<file path="src/rtl/ntt_pkg.sv">
// Shared types and default sizing for the NTT column sequencer.
// The lane array and command logic use the same defaults.
package ntt_pkg;

  localparam int NTT_N    = 64;
  localparam int NTT_LAT  = 8;
  localparam int NTT_IDXW = $clog2(NTT_N);

  typedef enum logic [1:0] {
    IDLE,
    ISSUE,
    DRAIN,
    DONE
  } ntt_seq_state_t;

endpackage

</file>
<file path="src/rtl/ntt_seq_ctrl.sv">
// Column sequencer for the matrix-vector NTT lanes.
// It issues N columns while stalling on operand_ready, then waits out the
// lane pipeline, strobes capture, and pulses done.
module ntt_seq_ctrl
  import ntt_pkg::*;
#(
  parameter int N    = NTT_N,
  parameter int LAT  = NTT_LAT,
  parameter int IDXW = $clog2(N),
  parameter int SCW  = 16
) (
  input  logic            clk,
  input  logic            rst,
  input  logic            start,
  input  logic            abort,
  input  logic            operand_ready,
  output logic            busy,
  output logic [IDXW-1:0] col_idx,
  output logic            issue_valid,
  output logic            lane_clr,
  output logic            capture,
  output logic            done,
  output logic [SCW-1:0]  stall_cycles
);

  localparam int DW = $clog2(LAT + 1);
  localparam logic [IDXW-1:0] LAST_COL   = IDXW'(N - 1);
  localparam logic [DW-1:0]   DRAIN_INIT = DW'(LAT - 1);
  localparam logic [SCW-1:0]  STALL_MAX  = '1;

  ntt_seq_state_t  state_q, state_d;
  logic [IDXW-1:0] col_q, col_d;
  logic [DW-1:0]   drain_q, drain_d;
  logic [SCW-1:0]  stall_q, stall_d;

  always_ff @(posedge clk or negedge rst) begin
    if (!rst) begin
      state_q <= IDLE;
      col_q   <= '0;
      drain_q <= '0;
      stall_q <= '0;
    end else begin
      state_q <= state_d;
      col_q   <= col_d;
      drain_q <= drain_d;
      stall_q <= stall_d;
    end
  end

  always_comb begin
    state_d     = state_q;
    col_d       = col_q;
    drain_d     = drain_q;
    stall_d     = stall_q;
    busy        = (state_q != IDLE);
    issue_valid = 1'b0;
    lane_clr    = 1'b0;
    capture     = 1'b0;
    done        = 1'b0;

    case (state_q)
      IDLE: begin
        if (start && !abort) begin
          state_d = ISSUE;
          col_d   = '0;
          stall_d = '0;
        end
      end
      ISSUE: begin
        issue_valid = operand_ready;
        if (operand_ready) begin
          if (col_q == LAST_COL) begin
            state_d = DRAIN;
            drain_d = DRAIN_INIT;
          end else begin
            col_d = col_q + 1'b1;
          end
        end else if (stall_q != STALL_MAX) begin
          stall_d = stall_q + 1'b1;
        end
      end
      DRAIN: begin
        capture = (drain_q == '0);
        if (drain_q == '0) begin
          state_d = DONE;
        end else begin
          drain_d = drain_q - 1'b1;
        end
      end
      DONE: begin
        done    = 1'b1;
        state_d = IDLE;
      end
      default: state_d = IDLE;
    endcase

    // Cancel wins over every transition and silences the strobes this cycle.
    if (abort && state_q != IDLE) begin
      state_d     = IDLE;
      col_d       = '0;
      drain_d     = drain_q;
      stall_d     = stall_q;
      issue_valid = 1'b0;
      capture     = 1'b0;
      done        = 1'b0;
    end

    lane_clr = issue_valid && (col_q == '0);
  end

  assign col_idx      = col_q;
  assign stall_cycles = stall_q;

endmodule

</file>
<file path="config.mk">
export PLATFORM = sky130hd
export DESIGN_NAME = ntt_seq_ctrl
export DESIGN_NICKNAME = d
export VERILOG_FILES = /design/src/rtl/ntt_pkg.sv /design/src/rtl/ntt_seq_ctrl.sv
export SDC_FILE = /design/constraint.sdc
export NUM_CORES = 1
export LEC_CHECK = 0
export CAP_MARGIN = 20
export CORE_UTILIZATION = 49
export CTS_BUF_LIST = sky130_fd_sc_hd__clkbuf_2
export CTS_CLUSTER_DIAMETER = 50
export CTS_CLUSTER_SIZE = 16
export DETAILED_ROUTE_END_ITERATION = 8
export MAX_ROUTING_LAYER = met4
export PLACE_DENSITY = 0.78
export SYNTH_ARGS = -nofsm -noshare
export SYNTH_HDL_FRONTEND = slang
export SYNTH_SLANG_ARGS = --single-unit
</file>
<file path="constraint.sdc">
create_clock -name clk -period 2.1 [get_ports clk]
set_clock_uncertainty 0.1 [all_clocks]
set_input_delay 0.63 -clock clk [delete_from_list [all_inputs] [get_ports clk]]
set_output_delay 0.63 -clock clk [all_outputs]
set_load 0.005 [all_outputs]
</file>
==> impl_metrics.toml, run 1 <==
[status]
outcome = "complete, but fails checks"
violations = "negative setup slack"

[cells_and_area]
area_growth_pct = 66.4
fin_util_pct = 84.6
n_fill_cell = 205
diodes = 0
nets = 331
drive_gt1_share_pct = 42.2

[floorplanning]
die_area_um2 = 4050
die_x_um = 63.6
design.portCount = 32
dieHeight_um = 63.6
std_cell_rows = 22
initial_core_util_pct = 50.9
core-area_um2 = 3660

[worst_setup_path]
cp_top_family = "buffers and inverters"
worst-path-buf-inv = 4
critPathLaunchType = "flip-flop"
setup.worst_path.end_class = "primary output"
worstPathRequired_ns = 1.37
worstPathArrival_ns = 1.61
crit_chain = "inv_2, ha_4, buf_4, inv_1, dlygate4sd2_1"
max_stage_delay_ns = 0.47
crit_slowest_cell = "dfrtp_1"
r2r_cells = 9
crit_cells = 5
cp_max_fo = 7
criticalPathCategory = "reg -> out"

[grt]
first_global_vias = 2041
grt_max_degree = 29
grt_overflow = 0
grt_antenna_before_repair = 0
grt_pass1_wl_mm = 8.75
groute.usage.overall_pct = 27.9

[sta]
final.min_clock_period_ns = 2.34
drv_slew = 0
rsz0062_at_grt = "true"
fmax_ghz = 0.428
relSlewSlack_pct = 63.7
hold_viol = 0
fin_crit_sh_pct = 111
tightest_slew_ns = 0.540
worst_slack_ns = -0.236
timing.hold.ws_ns = 0.470
setup_viol = 22

[synthesis]
synth.net_count = 218
ys_types = 52
synth_edf_count = 0
synth_area_leaders = "dfrtp_1 38%, ha_1 6.0%, inv_1 3.8%"
synth_top_cell_area_share_pct = 37.6
synth_area_per_cell_um2 = 9.13
ys_async_sr_fraction_pct = 100
synth_common_cells = "28 x dfrtp_1, 19 x inv_1, 13 x nand2_1"
synth.largest_area_cell = "dfrtp_1"
synth.most_common_cell = "dfrtp_1"
synth_area_um2 = 1860
synthFlopType = "dfrtp_1"
netlist_instances = 204
synth-seq-cells = 28
synth_warnings = 0
ys_seq_area_share_pct = 37.6

[detailed_routing]
vias = 2235
drc_errors = 0
wl_mm = 6.23
viasPerCell = 6.16
first_pass_iters = 4
wire_per_inst_um = 17.2
drtIter0Drc = 154
ant_nets = 0

[clock_tree]
numCtsBuffers = 3
cts_tree = "done"
h-tree-depth = 1
clk_path_buf_depth = 2
clk_pin_slew_ns = 0.29
cts_sinks = 28
ctsRootBufferMaster = "clkbuf_2"
insertion_delay_ns = 0.39

[place]
port_buffers = 31
gp_congestion = 0.860
place_ws_ns = -0.588
post-dp-hpwl_mm = 3.58

[min_path]
hold_path_class = "in -> async"

[power_and_ir_drop]
powerDensity_nw_per_um2 = 1070
p_leak_nw = 1.41
vdd_ir_drop_max_mv = 0.788
p_total_mw = 3.30

[run]
cap_violations = 0
-- metrics by stage --
step / instance area (µm²) / TNS (ns) / std cells
floorplan: 1860 / 0 / 204
finish: 3100 / -2.72 / 363
global route: 3100 / -4.00 / 363
CTS: 2820 / -0.753 / 347
detailed placement: 2600 / -12.04 / 329
global placement: 2600 / -11.19 / 329
-- layout by cell type (no fill, tap or decap), types with 3 or more instances in the layout --
cell type         n
a211oi_2          3
a21oi_1           8
a22o_1            8
a31oi_1           5
and3_1            3
buf_4            74
buf_6            10
clkbuf_2          3
clkdlybuf4s50_1  12
dfrtp_1          24
dfrtp_2           4
dlygate4sd2_1    13
ha_1              4
ha_4              4
inv_1            16
inv_2             3
mux2i_1           5
nand2_1          12
nand2b_4          3
nand3_1          11
nand3b_1          3
nand4_1           4
nor2_1            6
nor3_1            5
nor4_1            5
o211ai_1          3
o21ai_0           3
o221ai_2          3
-- per-layer routing --
layer  vias to the layer above  GRT usage (%)  wire [µm]
li1                       1018              -          -
met1                      1092           31.2       2470
met2                       105           50.5       3240
met3                        20           3.99        349
met4                         0           8.81        170
met5                         -              -          0
-- final timing paths --
kind / start / end / slack (ns)
setup / recovery: state_q[0]$_DFFE_PN0P_ / busy / -0.24
hold / removal: rst / drain_q[0]$_DFFE_PN0P_ / 0.47
setup reg to reg: state_q[1]$_DFFE_PN0P_ / stall_cycles[3]$_DFFE_PN0P_ / -0.18
hold reg to reg: col_idx[5]$_DFFE_PN0P_ / col_idx[5]$_DFFE_PN0P_ / 0.50
max in group asynchronous: rst / stall_cycles[8]$_DFFE_PN0P_ / 1.13
min in group clk: col_idx[5]$_DFFE_PN0P_ / col_idx[5]$_DFFE_PN0P_ / 0.50
-- registers in the layout, summed over array words and instances (netlist names) --
signal,count
state_q,2
col_idx,6
drain_q,4
stall_cycles,16
-- where the power goes --
group	switching, mW	internal [mW]
Sequential	0.0710	0.655
Clock	0.172	0.0387
Combinational	1.09	1.27
Total	1.33	1.97
-- logic make-up after synthesis --
family / synth area share [%]
flops: 37.6
simple gates: 23.3
mux: 2.69
buf+inv: 5.31
fa+ha+maj: 6.05
compound gates: 25.0
-- area by class of cell --
cell class | count | area [µm²] | share of cell area, %
clock buffers | 3 | 15.0 | 0.485
inverters | 19 | 71.3 | 2.30
multi-input cells | 150 | 1270 | 41.0
flip-flops and latches | 28 | 706 | 22.8
well taps | 48 | 60.1 | 1.94
repair buffers | 115 | 977 | 31.5
-- timing repair --
action,CTS,global route
endpoints found under the setup margin,41,36
resized for setup,59,28
buffers inserted,15,17
hold buffers,0,0
pin swaps,13,15
Note: power is estimated with default switching activity, not from simulation.
==> inputs of run 2 (changes only) <==
Settings changed: GPL_TIMING_DRIVEN set to 0.
==> run 2 against run 1 <==
Compared with the run above: the run still ends with negative setup slack left; sequential cell count did not move; die area did not move; combinational power fell by 5%; critical path depth rose by 2; design area fell by 2.6%; critical endpoint is now issue_valid; largest power group unchanged; highest routed layer unchanged.
==> impl_metrics.toml, run 2 (synthesis results as in run 1) <==
[status]
outcome = "complete, but fails checks"
violations = "negative setup slack"

[floorplanning]
core-area_um2 = 3660
initial_core_util_pct = 50.9
die_x_um = 63.6
std_cell_rows = 22
design.portCount = 32
die_area_um2 = 4050
dieHeight_um = 63.6

[place]
port_buffers = 31
gp_congestion = 0.849
post-dp-hpwl_mm = 3.36
dp.cells = 284

[sta]
timing.hold.ws_ns = 0.461
setup_viol = 20
drv_slew = 0
fmax_ghz = 0.417
final.min_clock_period_ns = 2.40
fin_crit_sh_pct = 114
tightest_slew_ns = 0.832
relSlewSlack_pct = 44.1
worst_slack_ns = -0.297
rsz0062_at_grt = "true"
hold_viol = 0

[power_and_ir_drop]
p_leak_nw = 1.48
seqPwrFrac_pct = 24.2
pwr-share-clk_pct = 6.1
vdd_ir_drop_max_mv = 0.727
power_frac_comb_pct = 69.6
intPower_mw = 1.87
powerDensity_nw_per_um2 = 1060
switching_share_pct = 41.9
p_switching_mw = 1.35

[worst_setup_path]
worstPathArrival_ns = 1.67
max_stage_delay_ns = 0.43
cp_max_fo = 4
setup.worst_path.end_class = "primary output"
worstPathRequired_ns = 1.37
crit_chain = "inv_2, buf_6, ha_4, clkbuf_16, clkbuf_16, and3_4, buf_6"
critPathLaunchType = "flip-flop"
crit_slowest_cell = "dfrtp_1"
criticalPathCategory = "reg -> out"

[clock_tree]
insertion_delay_ns = 0.36
holdBufCountCts = 0
clk_path_buf_depth = 2
h-tree-depth = 1
clk_pin_slew_ns = 0.26
cts_sinks = 28
numCtsBuffers = 3
cts_tree = "done"
ctsRootBufferMaster = "clkbuf_2"

[detailed_routing]
drtIter0Drc = 258
viasPerCell = 6.40
ant_nets = 0
drc_errors = 0
first_pass_iters = 6
wl_mm = 6.16
vias = 2130
wire_per_inst_um = 18.5

[grt]
grt_max_degree = 19
grt_antenna_before_repair = 0
grt_pass1_wl_mm = 8.86
first_global_vias = 1887
groute.usage.overall_pct = 28.4
grt_overflow = 0

[cells_and_area]
layout.cells.non_filler = 333
largest_register_ffs = 16
layout_commonest_cell = "buf_4"
area_growth_pct = 62.1
final_cell_mix = "38 x buf_4, 20 x dfrtp_1, 15 x inv_1, 14 x dlymetal6s2s_1, 12 x nand2_1"
diodes = 0
nets = 301
drive_gt1_share_pct = 37.2

[run]
cap_violations = 0

[min_path]
hold_path_class = "reg -> reg"
run 2: worst paths after layout:
path                                             start                      endpoint  slack, ns  depth (start not counted)
worst max-delay path            state_q[1]$_DFFE_PN0P_                   issue_valid      -0.30                          7
worst min-delay path            col_idx[5]$_DFFE_PN0P_        col_idx[5]$_DFFE_PN0P_       0.46                          1
worst max register to register  state_q[1]$_DFFE_PN0P_  stall_cycles[12]$_DFFE_PN0P_      -0.19                         10
worst min register to register  col_idx[5]$_DFFE_PN0P_        col_idx[5]$_DFFE_PN0P_       0.46                          1
max in group asynchronous                          rst   stall_cycles[0]$_DFFE_PN0P_       0.88                          2
min in group asynchronous                          rst   stall_cycles[8]$_DFFE_PN0P_       0.50                          1
run 2: stage by stage:
step	setup TNS [ns]	setup WS (ns)	utilization (%)	area, µm²	total power [mW]
2_1_floorplan	0	0.0375	-	1860	1.55
3_3_place_gp	-18.76	-1.04	61.0	2230	1.96
3_5_place_dp	-14.19	-1.03	61.8	2260	2.00
4_1_cts	-1.35	-0.299	74.0	2710	2.72
5_1_grt	-4.08	-0.356	82.4	3020	3.38
6_report	-2.74	-0.297	82.4	3020	3.21
run 2: final cells by class:
cell class                 count  area (µm²)
inverter                      19        73.8
buffer                         5        65.1
sequential                    28         711
timing repair buffer          80         782
clock buffer                   3        15.0
fill                         207         643
tap                           48        60.1
multi-input combinational    150        1310
run 2: critical path, delay by kind of cell, from the launching register on:
| kind | cells | cell delay [ns] |
|---|---|---|
| adders and majority gates | 1 | 0.16 |
| buffers and inverters | 5 | 0.59 |
| DFF | 1 | 0.43 |
| and+or+nand+nor | 1 | 0.14 |
run 2: timing repair:
item                                    in CTS  in global routing
endpoints found under the setup margin      42                 47
pin swaps                                    9                 18
setup buffers                               28                 20
gates resized for setup                     75                 40
run 2: power by group through the flow:
stage          sequential, mW  clock (mW)  combinational [mW]
3_5_place_dp            0.802           0                1.20
4_1_cts                 0.769       0.203                1.75
6_report                0.779       0.197                2.24
3_3_place_gp            0.798           0                1.16
2_1_floorplan           0.782           0               0.773
5_1_grt                 0.794       0.220                2.36
run 2: layer usage:
layer | routed length, µm | share of wire [%] | vias up | global-route usage [%]
li1 | - | - | 953 | -
met1 | 2420 | 39 | 1000 | 36.1
met2 | 3070 | 50 | 146 | 47.2
met3 | 475 | 7.7 | 31 | 2.90
met4 | 204 | 3.3 | 0 | 9.09
met5 | 0 | 0 | - | -
